`src/rtl/mem_port_arbiter.sv`:
```
// ---------------------------------------------------------------------------
// mem_port_arbiter
//
// Shares one backing-memory port between the instruction-fetch stage (IF)
// and the data-memory stage (DM). One requester is granted at a time. The
// arbiter drives the memory port until mem_ack. It then returns the read
// data with a one-cycle done pulse to the owner.
//
// Transaction shape (minimum latency, no wait states):
//   cycle N   : IDLE, request sampled, winner's address/we/wdata latched
//   cycle N+1 : BUS_IF / BUS_DM, mem_req=1 (plus one cycle per wait state)
//   cycle N+2 : RESP, owner's done=1 with rdata valid
//   cycle N+3 : IDLE again, requester may present a new request
//
// Arbitration:
//   Default build: DM wins over IF when both request, because a DM request
//   belongs to the older instruction.
//   `define MEM_ARB_ROUND_ROBIN_EN: a one-bit last-grant flag breaks ties
//   in favour of the requester that was not granted last. The flag resets
//   to "fetch", so the first tie goes to DM.
//
// Parameters:
//   BUS_DATA_WIDTH  width of the address and data buses (default 64)
//
// Ports:
//   clk, reset            clock; asynchronous active-high reset
//   if_req, if_addr       fetch request and address (fetch is always a read)
//   if_rdata, if_done     fetch read data and completion pulse (registered)
//   dm_req, dm_we,
//   dm_addr, dm_wdata     data-memory request, write enable, address, store data
//   dm_rdata, dm_done     load data and completion pulse (registered)
//   mem_req, mem_we,
//   mem_addr, mem_wdata   memory port, driven from the transaction registers
//   mem_ack, mem_rdata    memory completion and read data
//   if_stall, dm_stall    combinational: req high and done low
// ---------------------------------------------------------------------------
module mem_port_arbiter #(
  parameter int BUS_DATA_WIDTH = 64
) (
  input  logic                      clk,
  input  logic                      reset,

  input  logic                      if_req,
  input  logic [BUS_DATA_WIDTH-1:0] if_addr,
  output logic [BUS_DATA_WIDTH-1:0] if_rdata,
  output logic                      if_done,

  input  logic                      dm_req,
  input  logic                      dm_we,
  input  logic [BUS_DATA_WIDTH-1:0] dm_addr,
  input  logic [BUS_DATA_WIDTH-1:0] dm_wdata,
  output logic [BUS_DATA_WIDTH-1:0] dm_rdata,
  output logic                      dm_done,

  output logic                      mem_req,
  output logic                      mem_we,
  output logic [BUS_DATA_WIDTH-1:0] mem_addr,
  output logic [BUS_DATA_WIDTH-1:0] mem_wdata,
  input  logic                      mem_ack,
  input  logic [BUS_DATA_WIDTH-1:0] mem_rdata,

  output logic                      if_stall,
  output logic                      dm_stall
);

  typedef enum logic [1:0] {
    IDLE   = 2'd0,
    BUS_IF = 2'd1,
    BUS_DM = 2'd2,
    RESP   = 2'd3
  } state_t;

  state_t state;

  // Winner of the arbitration in IDLE. This is only meaningful when at least
  // one request is present; the FSM checks if_req for the fetch branch.
  logic grant_dm;

`ifdef MEM_ARB_ROUND_ROBIN_EN
  // 1 = the last grant went to DM, 0 = the last grant went to fetch.
  logic last_grant_dm;

  // A lone request always wins. On a tie, grant the side that was not
  // granted last.
  always_comb begin
    grant_dm = dm_req && (!if_req || !last_grant_dm);
  end

  always_ff @(posedge clk or posedge reset) begin
    if (reset) begin
      last_grant_dm <= 1'b0;
    end else if (state == IDLE && (if_req || dm_req)) begin
      last_grant_dm <= grant_dm;
    end
  end
`else
  // Fixed priority: the older instruction (DM) always wins.
  always_comb begin
    grant_dm = dm_req;
  end
`endif

  // The stall outputs follow the inputs combinationally, so a requester
  // sees the stall in the same cycle it raises req.
  assign if_stall = if_req && !if_done;
  assign dm_stall = dm_req && !dm_done;

  // NOTE: sequential state uses non-blocking assignments only, so every
  // register in this block samples the values from before the edge.
  // Read-data registers are reset as well, because they are module outputs
  // with a defined reset value of zero.
  always_ff @(posedge clk or posedge reset) begin
    if (reset) begin
      state     <= IDLE;
      mem_req   <= 1'b0;
      mem_we    <= 1'b0;
      mem_addr  <= '0;
      mem_wdata <= '0;
      if_done   <= 1'b0;
      dm_done   <= 1'b0;
      if_rdata  <= '0;
      dm_rdata  <= '0;
    end else begin
      unique case (state)
        IDLE: begin
          // Any mem_ack seen here is stray and is ignored.
          if (grant_dm) begin
            state     <= BUS_DM;
            mem_req   <= 1'b1;
            mem_we    <= dm_we;
            mem_addr  <= dm_addr;
            mem_wdata <= dm_wdata;
          end else if (if_req) begin
            state     <= BUS_IF;
            mem_req   <= 1'b1;
            mem_we    <= 1'b0;
            mem_addr  <= if_addr;
            mem_wdata <= '0;
          end
        end

        BUS_IF: begin
          // There is no timeout: the port is held until the memory answers.
          if (mem_ack) begin
            state    <= RESP;
            mem_req  <= 1'b0;
            if_rdata <= mem_rdata;
            if_done  <= 1'b1;
          end
        end

        BUS_DM: begin
          if (mem_ack) begin
            state   <= RESP;
            mem_req <= 1'b0;
            dm_done <= 1'b1;
            // A store returns no data, so the last load value is kept.
            if (!mem_we) begin
              dm_rdata <= mem_rdata;
            end
          end
        end

        RESP: begin
          // Requests are not sampled here. The requester drops or replaces
          // its req only after seeing done, so the next decision happens in
          // IDLE.
          state   <= IDLE;
          if_done <= 1'b0;
          dm_done <= 1'b0;
        end

        default: begin
          state   <= IDLE;
          mem_req <= 1'b0;
          if_done <= 1'b0;
          dm_done <= 1'b0;
        end
      endcase
    end
  end

endmodule

```
`config.mk`:
```
export PLATFORM = sky130hd
export DESIGN_NAME = mem_port_arbiter
export DESIGN_NICKNAME = d
export VERILOG_FILES = /design/src/rtl/mem_port_arbiter.sv
export SDC_FILE = /design/constraint.sdc
export NUM_CORES = 1
export LEC_CHECK = 0
export ABC_CLOCK_PERIOD_IN_PS = 11900
export CELL_PAD_IN_SITES_DETAIL_PLACEMENT = 0
export CELL_PAD_IN_SITES_GLOBAL_PLACEMENT = 2
export CORE_AREA = 5 5 210 212
export DETAILED_ROUTE_END_ITERATION = 8
export DIE_AREA = 0 0 215 217
export GPL_TIMING_DRIVEN = 1
export PLACE_DENSITY = 0.81
export SLEW_MARGIN = 20
export SYNTH_ARGS = -nofsm -noshare
export SYNTH_HDL_FRONTEND = slang
export SYNTH_SLANG_ARGS = --single-unit
```
`constraint.sdc`:
```
create_clock -name clk -period 11.9 [get_ports clk]
set_clock_uncertainty 0.05 [all_clocks]
set_input_delay 2.975 -clock clk [delete_from_list [all_inputs] [get_ports clk]]
set_output_delay 2.975 -clock clk [all_outputs]
set_load 0.02 [all_outputs]
```
Word-level counts from Yosys, hierarchy flattened
Index checks and enable logic that the tools add are counted.

Bitwise operators: 1. Muxes and demuxes: 17. Eq/ne operators: 7. Reduce and logical (&&, ||, !) cells: 17.

Operator list (number): $mux W64 (4); $reduce_and A2 Y1 (5); $reduce_bool A2 Y1 (4); $mux W1 (6); $mux W2 (3); $pmux W1 S2 (3); $pmux W2 S3 (1); $reduce_and A3 Y1 (2); $eq A2 B2 Y1 const B (2); $ne A2 B2 Y1 const B (2); $ne A3 B3 Y1 const B (1); $eq A2 B1 Y1 const B (1); $logic_and A1 B1 Y1 (2); $logic_not A1 Y1 (2); $logic_not A2 Y1 (1); $ne A2 B1 Y1 const B (1); $reduce_or A2 Y1 (1); $not A1 Y1 (1).

Output and inout bits: 262. Register bits after elaboration: 262.

Longest topological paths before layout
Gate-level depths: netlist of the first run.

Word-level depth: 4. Mapped depth: 8. Depth with buffers taken out: 5.

Worst setup path after synthesis of the first run
OpenSTA, ideal clock, no wires.

Path kind: in2out. Start: input port dm_req. End: output port dm_stall. Data required time: 8.875 ns. Arrival time: 3.866 ns. Path buffers: 3. Stages: 4. Path slack: 5.009 ns. Cell sequence: buf_4 -> buf_6 -> buf_2 -> nor2b_1.

Cells in the longest elaborated chain, start to end: 1.

RTL lines: from (decl) (line 48) `input logic dm_req,`; $logic_and A1 B1 Y1 (line 106) `assign dm_stall = dm_req && !dm_done;`; to (decl) (line 63) `output logic dm_stall`.

No other way between the ends.

Worst setup path after layout of the first run
Start: input port if_req. End: output port if_stall.

Cells in the longest elaborated chain, start to end: 1.

RTL lines: from (decl) (line 43) `input logic if_req,`; $logic_and A1 B1 Y1 (line 105) `assign if_stall = if_req && !if_done;`; to (decl) (line 62) `output logic if_stall,`.

No other way between the ends.

==> reports/metrics.yaml, run 1 <==
outcome:
  status: "finished clean"
grt:
  grt_pass1_wl_um: 51400
  overflow: 0
  grtUsageTotal_pct: 13.9
  grt_pass1_vias: 8292
  antenna_found_initial: 3
  grt_max_degree: 151
final_layout:
  post-route-util_pct: 40.7
  multi_input_area_um2: 3430
  syn2layout_area_growth_pct: 64.2
  layout.nets: 1507
  nFillCells: 3980
  seq_area_um2: 6560
  drive_gt1_share_pct: 13.9
flow_run:
  max_cap_violations: 0
worst_setup_path:
  critPathRequiredTime_ns: 8.88
  r2r-start: "state[0]$_DFFE_PP0P_"
  cp_common_cell: "clkdlybuf4s50_1"
  startpoint_type: "input pin"
  path_cells: "clkdlybuf4s50_1 > nor2b_1 > clkdlybuf4s50_1"
  critPathMaxFanout: 3
  critPathArrivalTime_ns: 4.39
  critical_path_class: "input pin to primary output"
  reg2reg_to: "mem_wdata[61]$_DFFE_PP0P_"
  end_kind: "primary output"
  rrSetupSlack_ns: 9.08
  crit_slowest_cell: "clkdlybuf4s50_1"
  critPathMaxStageDelay_ns: 0.68
  ff2ff_path_depth: 6
clock_network:
  path_clk_slew_ns: 0.06
  cts_hold_buf: 0
  post_cts_resized: 0
  htreeDepth: 1
  ctsLongestPathBuffers: 3
  cts-buffers-inserted: 29
  cts-root-buf: "clkbuf_16"
  cts.sinks: 262
  cts_tree: "yes"
  clock_latency_ns: 0.56
  post_cts_buffers: 0
route:
  finalWirelength_um: 34100
  drc: 0
  wl_per_cell_um: 18.9
  vias_per_cell: 4.30
  first_pass_iters: 4
  route.vias.total: 7750
  drt_iter0_drc: 281
  antenna_left: 0
die:
  die_width_um: 215
  ios: 524
  rows: 75
  start_util_pct: 24.8
  dieArea_um2: 46700
  die_h_um: 217
  core_area_um2: 41800
sta:
  tightest_slew_ns: 1.02
  setup-violations-final: 0
  max_freq_mhz: 135
  fin_crit_sh_pct: 62.3
  final_max_slew_viol_count: 0
  period_minus_slack_ns: 7.42
  rsz0062_at_grt: "false"
  hold_viol: 0
  relSlewSlack_pct: 32.3
  setup_tns_ns: 0
  setup_ws_ns: 4.48
synth:
  netlist_area_um2: 10300
  yosys_warnings: 0
  synth-seq-cells: 262
  syn_area_per_cell_um2: 14.2
  yosysSeqAreaShare_pct: 63.4
  syn_nets: 996
  ys_types: 26
  syn_inst: 729
power:
  combPwrFrac_pct: 48.1
  ir_drop_mv: 0.0984
  sw_frac_of_total_pct: 36.6
  intPower_uw: 3040
  p_sw_uw: 1760
  power-per-cell-area_nw_per_um2: 282
  sequentialPowerShare_pct: 32.4
  p_clk_share_pct: 19.5
  power_leakage_uw: 0.00729
placement:
  place_ws_ns: 4.47
  io_buffers: 523
  dp_hpwl_um: 25400
  globalplace.congestion: 0.742
min_path:
  hp-class: "flip-flop to flip-flop"
  hold_depth: 2
  worstHoldStart: "mem_addr[56]$_DFFE_PP0P_"
  hold_end: "mem_addr[56]$_DFFE_PP0P_"
Yosys cell counts (all sizes together):
library cell,count,area share [%]
dfrtp,262,63
nor3b,1,0.12
a21oi,3,0.15
nor2b,2,0.12
mux2,130,14
and2,1,0.060
mux2i,64,6.2
o31ai,2,0.15
nand2,69,2.5
inv,5,0.18
o21ai,66,3.3
ha,5,0.60
a22o,65,5.5
buf,45,3.1
nand2b,1,0.060
clkbuf,5,0.21
nand3b,1,0.073
o22ai,2,0.12
power groups by stage:
stage	clock network (uW)	registers [uW]	logic, uW
3_5_place_dp	0	1570	2340
2_1_floorplan	0	2070	674
4_1_cts	966	1560	2350
3_3_place_gp	0	1550	2330
5_1_grt	1000	1600	2450
6_report	936	1550	2300
worst max-delay path by stage:
stage,start,end,slack [ns],cells after the start
2_1_floorplan,reset,dm_done$_DFFE_PP0P_,1.66,1
3_3_place_gp,if_req,if_stall,4.47,3
3_5_place_dp,if_req,if_stall,4.47,3
4_1_cts,if_req,if_stall,4.47,3
5_1_grt,if_req,if_stall,4.46,3
6_report,if_req,if_stall,4.48,3
stage by stage:
step,std cells,total power [uW],area (um2),hold WS [ns]
3_3_place_gp,1748,3880,16000,0.410
2_1_floorplan,729,2740,10300,0.484
5_1_grt,1802,5050,17000,0.448
4_1_cts,1802,4870,17000,0.435
3_5_place_dp,1748,3910,16000,0.424
6_report,1803,4790,17000,0.429
sequential cells by signal, summed over array words and instances, names as in the netlist, 2 cells and up:
register and cells:
dm_rdata 64, if_rdata 64, mem_addr 64, mem_wdata 64, state 2
cell usage in the layout (no fill, tap or decap), types with 3 or more instances in the layout:
master,netlist,layout
clkdlybuf4s50_1,0,522
dfrtp_1,262,262
mux2_2,109,109
nand2_1,68,68
a22o_1,65,65
mux2i_1,64,64
o21ai_1,56,56
clkbuf_16,0,29
mux2_1,21,21
clkinv_2,0,13
o21ai_0,9,9
buf_4,5,7
ha_1,5,5
inv_1,5,4
bufinv_16,0,4
clkbuf_8,0,4
a21oi_1,3,3
kinds of logic (layout without fill, tap and decap cells):
logic type,Yosys count,after routing,share of synthesized area (%)
muxes,194,194,20.3
other,0,1,0
AOI/OAI and AO/OA,138,138,9.21
buffers and inverters,55,589,3.52
and+or+nand+nor,75,75,2.96
DFF,262,262,63.4
adders and majority gates,5,5,0.605
final cells by class:
cell class	count	share of cell area [%]
Tap cell	539	3.97
Clock buffer	34	4.62
Multi-Input combinational cell	412	20.2
Timing Repair Buffer	530	31.2
Clock inverter	20	1.30
Antenna cell	1	0.0147
Sequential cell	262	38.6
Inverter	5	0.155
per-layer routing:
layer | GRT usage, % | up-vias | wire, um
met2 | 23.9 | 334 | 16400
met3 | 5.00 | 49 | 2990
met5 | 0 | - | 21
met1 | 16.6 | 3734 | 14000
met4 | 3.54 | 4 | 714
li1 | - | 3629 | -
worst max-delay path: cells and delay by family:
kind | cells | cell delay, ns
buffers and inverters | 2 | 1.25
and+or+nand+nor | 1 | 0.16
Note: power is estimated with default switching activity, not from simulation.
==> run 2: changes to the inputs <==
- ABC_CLOCK_PERIOD_IN_PS: 11900 -> 6230
- CORE_AREA: 5 5 210 212 -> 5 5 223 225
- DIE_AREA: 0 0 215 217 -> 0 0 228 230
- PLACE_DENSITY: 0.81 -> 0.76
- clock period: 11.9 -> 6.23 ns (I/O delays scaled with it)
==> run 2 against run 1 <==
Combinational power up 92%; clock power up 84%; global-route usage down 1.3 points; sequential share of layout area down 0.16 points; sequential power up 91%; largest power group unchanged; highest routed layer is now met4.
==> reports/metrics.yaml, run 2 (synthesized netlist as in run 1, its figures left out) <==
power:
  p_clk_share_pct: 18.9
  p_sw_uw: 3330
  power-per-cell-area_nw_per_um2: 533
  sequentialPowerShare_pct: 32.5
  intPower_uw: 5750
  combPwrFrac_pct: 48.6
  sw_frac_of_total_pct: 36.7
  power_leakage_uw: 0.00725
  ir_drop_mv: 0.325
placement:
  dp_hpwl_um: 25600
  io_buffers: 523
  place_inst: 1825
  place_ws_ns: 1.73
  globalplace.congestion: 0.742
  dpl-instance-area_um2: 16100
min_path:
  hold_depth: 2
  worstHoldStart: "mem_addr[60]$_DFFE_PP0P_"
  hold_end: "mem_addr[60]$_DFFE_PP0P_"
  hp-class: "flip-flop to flip-flop"
worst_setup_path:
  crit_slowest_cell: "clkdlybuf4s50_1"
  path_buf_inv: 2
  cp_common_cell: "clkdlybuf4s50_1"
  critPathRequiredTime_ns: 4.62
  r2r-start: "state[1]$_DFFE_PP0P_"
  critPathArrivalTime_ns: 2.88
  critical_path_class: "input pin to primary output"
  ff2ff_path_depth: 5
  rrSetupSlack_ns: 3.78
  crit_family: "buffers and inverters"
  end_kind: "primary output"
  critPathMaxFanout: 3
  critPathMaxStageDelay_ns: 0.62
  reg2reg_to: "if_rdata[37]$_DFFE_PP0P_"
  path_cells: "clkdlybuf4s50_1 > nor2b_1 > clkdlybuf4s50_1"
  startpoint: "if_req"
  startpoint_type: "input pin"
die:
  die_h_um: 230
  ios: 524
  core_area_um2: 47300
  die_width_um: 228
  start_util_pct: 21.9
  dieArea_um2: 52400
  rows: 80
sta:
  fin_crit_sh_pct: 72.1
  period_minus_slack_ns: 4.49
  final_max_slew_viol_count: 0
  max_freq_mhz: 223
  setup_tns_ns: 0
  relSlewSlack_pct: 35.1
  setup-violations-final: 0
  setup_ws_ns: 1.74
  rsz0062_at_grt: "false"
  tightest_slew_ns: 0.974
  hold_viol: 0
clock_network:
  post_cts_buffers: 0
  post_cts_resized: 0
  cts-buffers-inserted: 30
  cts_tree: "yes"
  path_clk_slew_ns: 0.06
  cts-root-buf: "clkbuf_16"
  cts_hold_buf: 0
  clock_latency_ns: 0.55
  cts.sinks: 262
  ctsLongestPathBuffers: 3
  htreeDepth: 1
grt:
  grt_pass1_wl_um: 52500
  grt_pass1_vias: 8446
  grt_max_degree: 135
  overflow: 0
  antenna_found_initial: 2
  grtUsageTotal_pct: 12.6
route:
  route.vias.total: 7753
  wl_per_cell_um: 18.4
  finalWirelength_um: 34500
  vias_per_cell: 4.13
  drt_iter0_drc: 340
  drc: 0
  first_pass_iters: 4
  antenna_left: 0
final_layout:
  drive_gt1_share_pct: 13.2
  stdcell_area_um2: 17100
  post-route-util_pct: 36.0
  mostFrequentLayoutCells: "clkdlybuf4s50_1, dfrtp_1, mux2_2, nand2_1, a22o_1"
  final_common_cell: "clkdlybuf4s50_1"
  layout.nets: 1509
  syn2layout_area_growth_pct: 64.9
  layout.cells.non_filler: 1879
outcome:
  status: "finished clean"
flow_run:
  max_cap_violations: 0
run 2: changes by cell type in the layout (fill, tap and decap cells not counted):
| cell | before | now |
|---|---|---|
| inv_16 | 1 | 0 |
| clkinvlp_4 | 1 | 3 |
| clkbuf_1 | 1 | 7 |
| clkbuf_16 | 29 | 30 |
| buf_6 | 0 | 1 |
| clkinv_8 | 0 | 1 |
| buf_12 | 1 | 2 |
| inv_6 | 1 | 0 |
| diode_2 | 1 | 3 |
| inv_8 | 1 | 0 |
| clkinv_2 | 13 | 4 |
| bufinv_16 | 4 | 2 |
| buf_4 | 7 | 6 |
| clkbuf_8 | 4 | 5 |
run 2: how the worst max path moves through the flow:
stage	slack, ns	cells past startpoint	endpoint
after floorplan	1.17	1	dm_done$_DFFE_PP0P_
after global placement	1.71	3	if_stall
after detailed placement	1.73	3	if_stall
after CTS	1.73	3	if_stall
after global routing	1.68	3	if_stall
final	1.74	3	if_stall
run 2: power groups by stage:
stage          registers, uW  logic [uW]  clock network (uW)
6_report                2960        4410                1720
5_1_grt                 3070        4700                1860
4_1_cts                 2970        4490                1790
3_5_place_dp            2980        4490                   0
3_3_place_gp            2960        4460                   0
2_1_floorplan           3950        1290                   0
run 2: layout make-up:
type	count	area, um2
Tap cell	615	769
Fill cell	4675	30300
Inverter	5	22.5
Timing Repair Buffer	531	5320
Multi-Input combinational cell	412	3430
Sequential cell	262	6560
Antenna cell	3	7.51
Clock buffer	42	846
Clock inverter	9	111
run 2: worst min-delay path, stage by stage (launching register included):
cell	delay, ns
dfrtp_1	0.34
nand2_1	0.04
o21ai_0	0.06
run 2: layer usage:
| layer | GRT usage, % | vias to the layer above | part of all wire [%] |
|---|---|---|---|
| met5 | 0 | - | 0 |
| met4 | 3.52 | 0 | 2.3 |
| met3 | 4.31 | 45 | 8.3 |
| met2 | 21.3 | 336 | 48 |
| met1 | 15.4 | 3752 | 41 |
| li1 | - | 3620 | - |
run 2: stage by stage:
stage | hold slack, ns | total power [uW]
5_1_grt | 0.458 | 9620
6_report | 0.427 | 9090
4_1_cts | 0.433 | 9250
3_3_place_gp | 0.412 | 7420
3_5_place_dp | 0.419 | 7470
2_1_floorplan | 0.484 | 5230
==> run 3: changes to the inputs <==
- ABC_CLOCK_PERIOD_IN_PS: 6230 -> 4600
- CORE_AREA: 5 5 223 225 -> 5 5 210 212
- DIE_AREA: 0 0 228 230 -> 0 0 215 217
- PLACE_DENSITY: 0.76 -> 0.81
- clock period: 6.23 -> 4.6 ns (I/O delays scaled with it)
==> run 3 against run 2 <==
Total power is 36% higher; flip-flop and latch count stayed put; largest power group unchanged; combinational power is 37% higher; register-to-register slack worse by 1.5 ns; sequential share of layout area hardly changed; worst hold slack worse by 0.00081 ns.
==> reports/metrics.yaml, run 3 (synthesized netlist as in run 1, its figures left out) <==
outcome:
  status: "finished clean"
power:
  combPwrFrac_pct: 48.6
  power_leakage_uw: 0.00730
  sw_frac_of_total_pct: 36.4
  p_clk_share_pct: 19.0
  p_sw_uw: 4510
  sequentialPowerShare_pct: 32.4
  power-per-cell-area_nw_per_um2: 726
  intPower_uw: 7870
  power_uw: 12400
  ir_drop_mv: 0.265
clock_network:
  post_cts_buffers: 0
  cts_tree: "yes"
  htreeDepth: 1
  ctsLongestPathBuffers: 3
  clock_latency_ns: 0.55
  cts-buffers-inserted: 29
  path_clk_slew_ns: 0.06
  cts-root-buf: "clkbuf_16"
  post_cts_resized: 0
  cts_hold_buf: 0
  cts.sinks: 262
sta:
  setup-violations-final: 0
  period_minus_slack_ns: 3.91
  final_max_slew_viol_count: 0
  hold_viol: 0
  setup_ws_ns: 0.689
  max_freq_mhz: 256
  tightest_slew_ns: 0.853
  fin_crit_sh_pct: 85.0
  rsz0062_at_grt: "false"
  relSlewSlack_pct: 43.1
die:
  ios: 524
  start_util_pct: 24.8
  rows: 75
  dieArea_um2: 46700
  core_area_um2: 41800
  die_width_um: 215
  die_h_um: 217
final_layout:
  mostFrequentLayoutCells: "clkdlybuf4s50_1, dfrtp_1, mux2_2, nand2_1, a22o_1"
  drive_gt1_share_pct: 13.6
  final_common_cell: "clkdlybuf4s50_1"
  layout.nets: 1514
  nFillCells: 3982
  post-route-util_pct: 40.8
  syn2layout_area_growth_pct: 64.8
route:
  vias_per_cell: 4.29
  drc: 0
  route.vias.total: 7753
  finalWirelength_um: 34100
  first_pass_iters: 6
  antenna_left: 0
  drt_iter0_drc: 294
  wl_per_cell_um: 18.9
grt:
  grt.busiest_layer: "met2"
  overflow: 0
  grtUsageMet3_pct: 4.85
  use_met1_pct: 17.1
  grt_pass1_wl_um: 51900
  use_met2_pct: 23.5
  antenna_found_initial: 1
  grt_max_degree: 91
  grtUsageTotal_pct: 14.0
  grt_pass1_vias: 8511
min_path:
  hold_depth: 2
  hp-class: "flip-flop to flip-flop"
  worstHoldStart: "mem_addr[57]$_DFFE_PP0P_"
  hold_end: "mem_addr[57]$_DFFE_PP0P_"
worst_setup_path:
  critical_path_class: "input pin to primary output"
  reg2reg_to: "mem_wdata[11]$_DFFE_PP0P_"
  critPathMaxFanout: 3
  r2r-start: "state[0]$_DFFE_PP0P_"
  end_kind: "primary output"
  critPathArrivalTime_ns: 2.71
  critPathRequiredTime_ns: 3.40
  rrSetupSlack_ns: 2.26
  startpoint_type: "input pin"
  ff2ff_path_depth: 5
flow_run:
  max_cap_violations: 0
placement:
  dp_hpwl_um: 26200
  place_ws_ns: 0.639
  io_buffers: 523
  globalplace.congestion: 0.753
[run 3: layout make-up]
| cell class | instances | area (um2) | share of cell area, % |
|---|---|---|---|
| Antenna cell | 1 | 2.50 | 0.0147 |
| Timing Repair Buffer | 537 | 5400 | 31.7 |
| Clock inverter | 9 | 126 | 0.741 |
| Multi-Input combinational cell | 412 | 3430 | 20.1 |
| Clock buffer | 44 | 842 | 4.94 |
| Tap cell | 539 | 674 | 3.95 |
| Inverter | 5 | 22.5 | 0.132 |
| Sequential cell | 262 | 6560 | 38.4 |
[run 3: power groups by stage]
stage | clock network (uW) | registers [uW] | logic [uW]
after detailed placement | 0 | 4050 | 6110
after floorplan | 0 | 5340 | 1740
after global placement | 0 | 4020 | 6060
after CTS | 2430 | 4030 | 6110
final | 2350 | 4010 | 6020
after global routing | 2530 | 4160 | 6390
[run 3: worst max path at each step]
stage / from / end / slack (ns) / cells after the start
6_report: if_req / if_stall / 0.69 / 3
4_1_cts: if_req / if_stall / 0.64 / 3
2_1_floorplan: reset / dm_done$_DFFE_PP0P_ / -0.06 / 1
3_5_place_dp: if_req / if_stall / 0.64 / 3
5_1_grt: if_req / if_stall / 0.62 / 3
3_3_place_gp: if_req / if_stall / 0.64 / 3
[run 3: critical path, stage by stage]
cell             delay [ns]
clkdlybuf4s50_1        0.59
nor2b_1                0.30
clkdlybuf4s50_1        0.66
[run 3: metrics by stage]
step                TNS, ns  instances  instance area [um2]  hold slack (ns)
floorplan            -14.55        729                10400            0.484
global placement          0       1755                16100            0.410
detailed placement        0       1755                16100            0.419
CTS                       0       1808                17100            0.432
global route              0       1809                17100            0.457
finish                    0       1809                17100            0.426
[run 3: layer usage]
layer	wire [um]	part of all wire, %
met4	828	2.4
met5	0	0
met3	2960	8.7
met2	16200	47
met1	14100	41
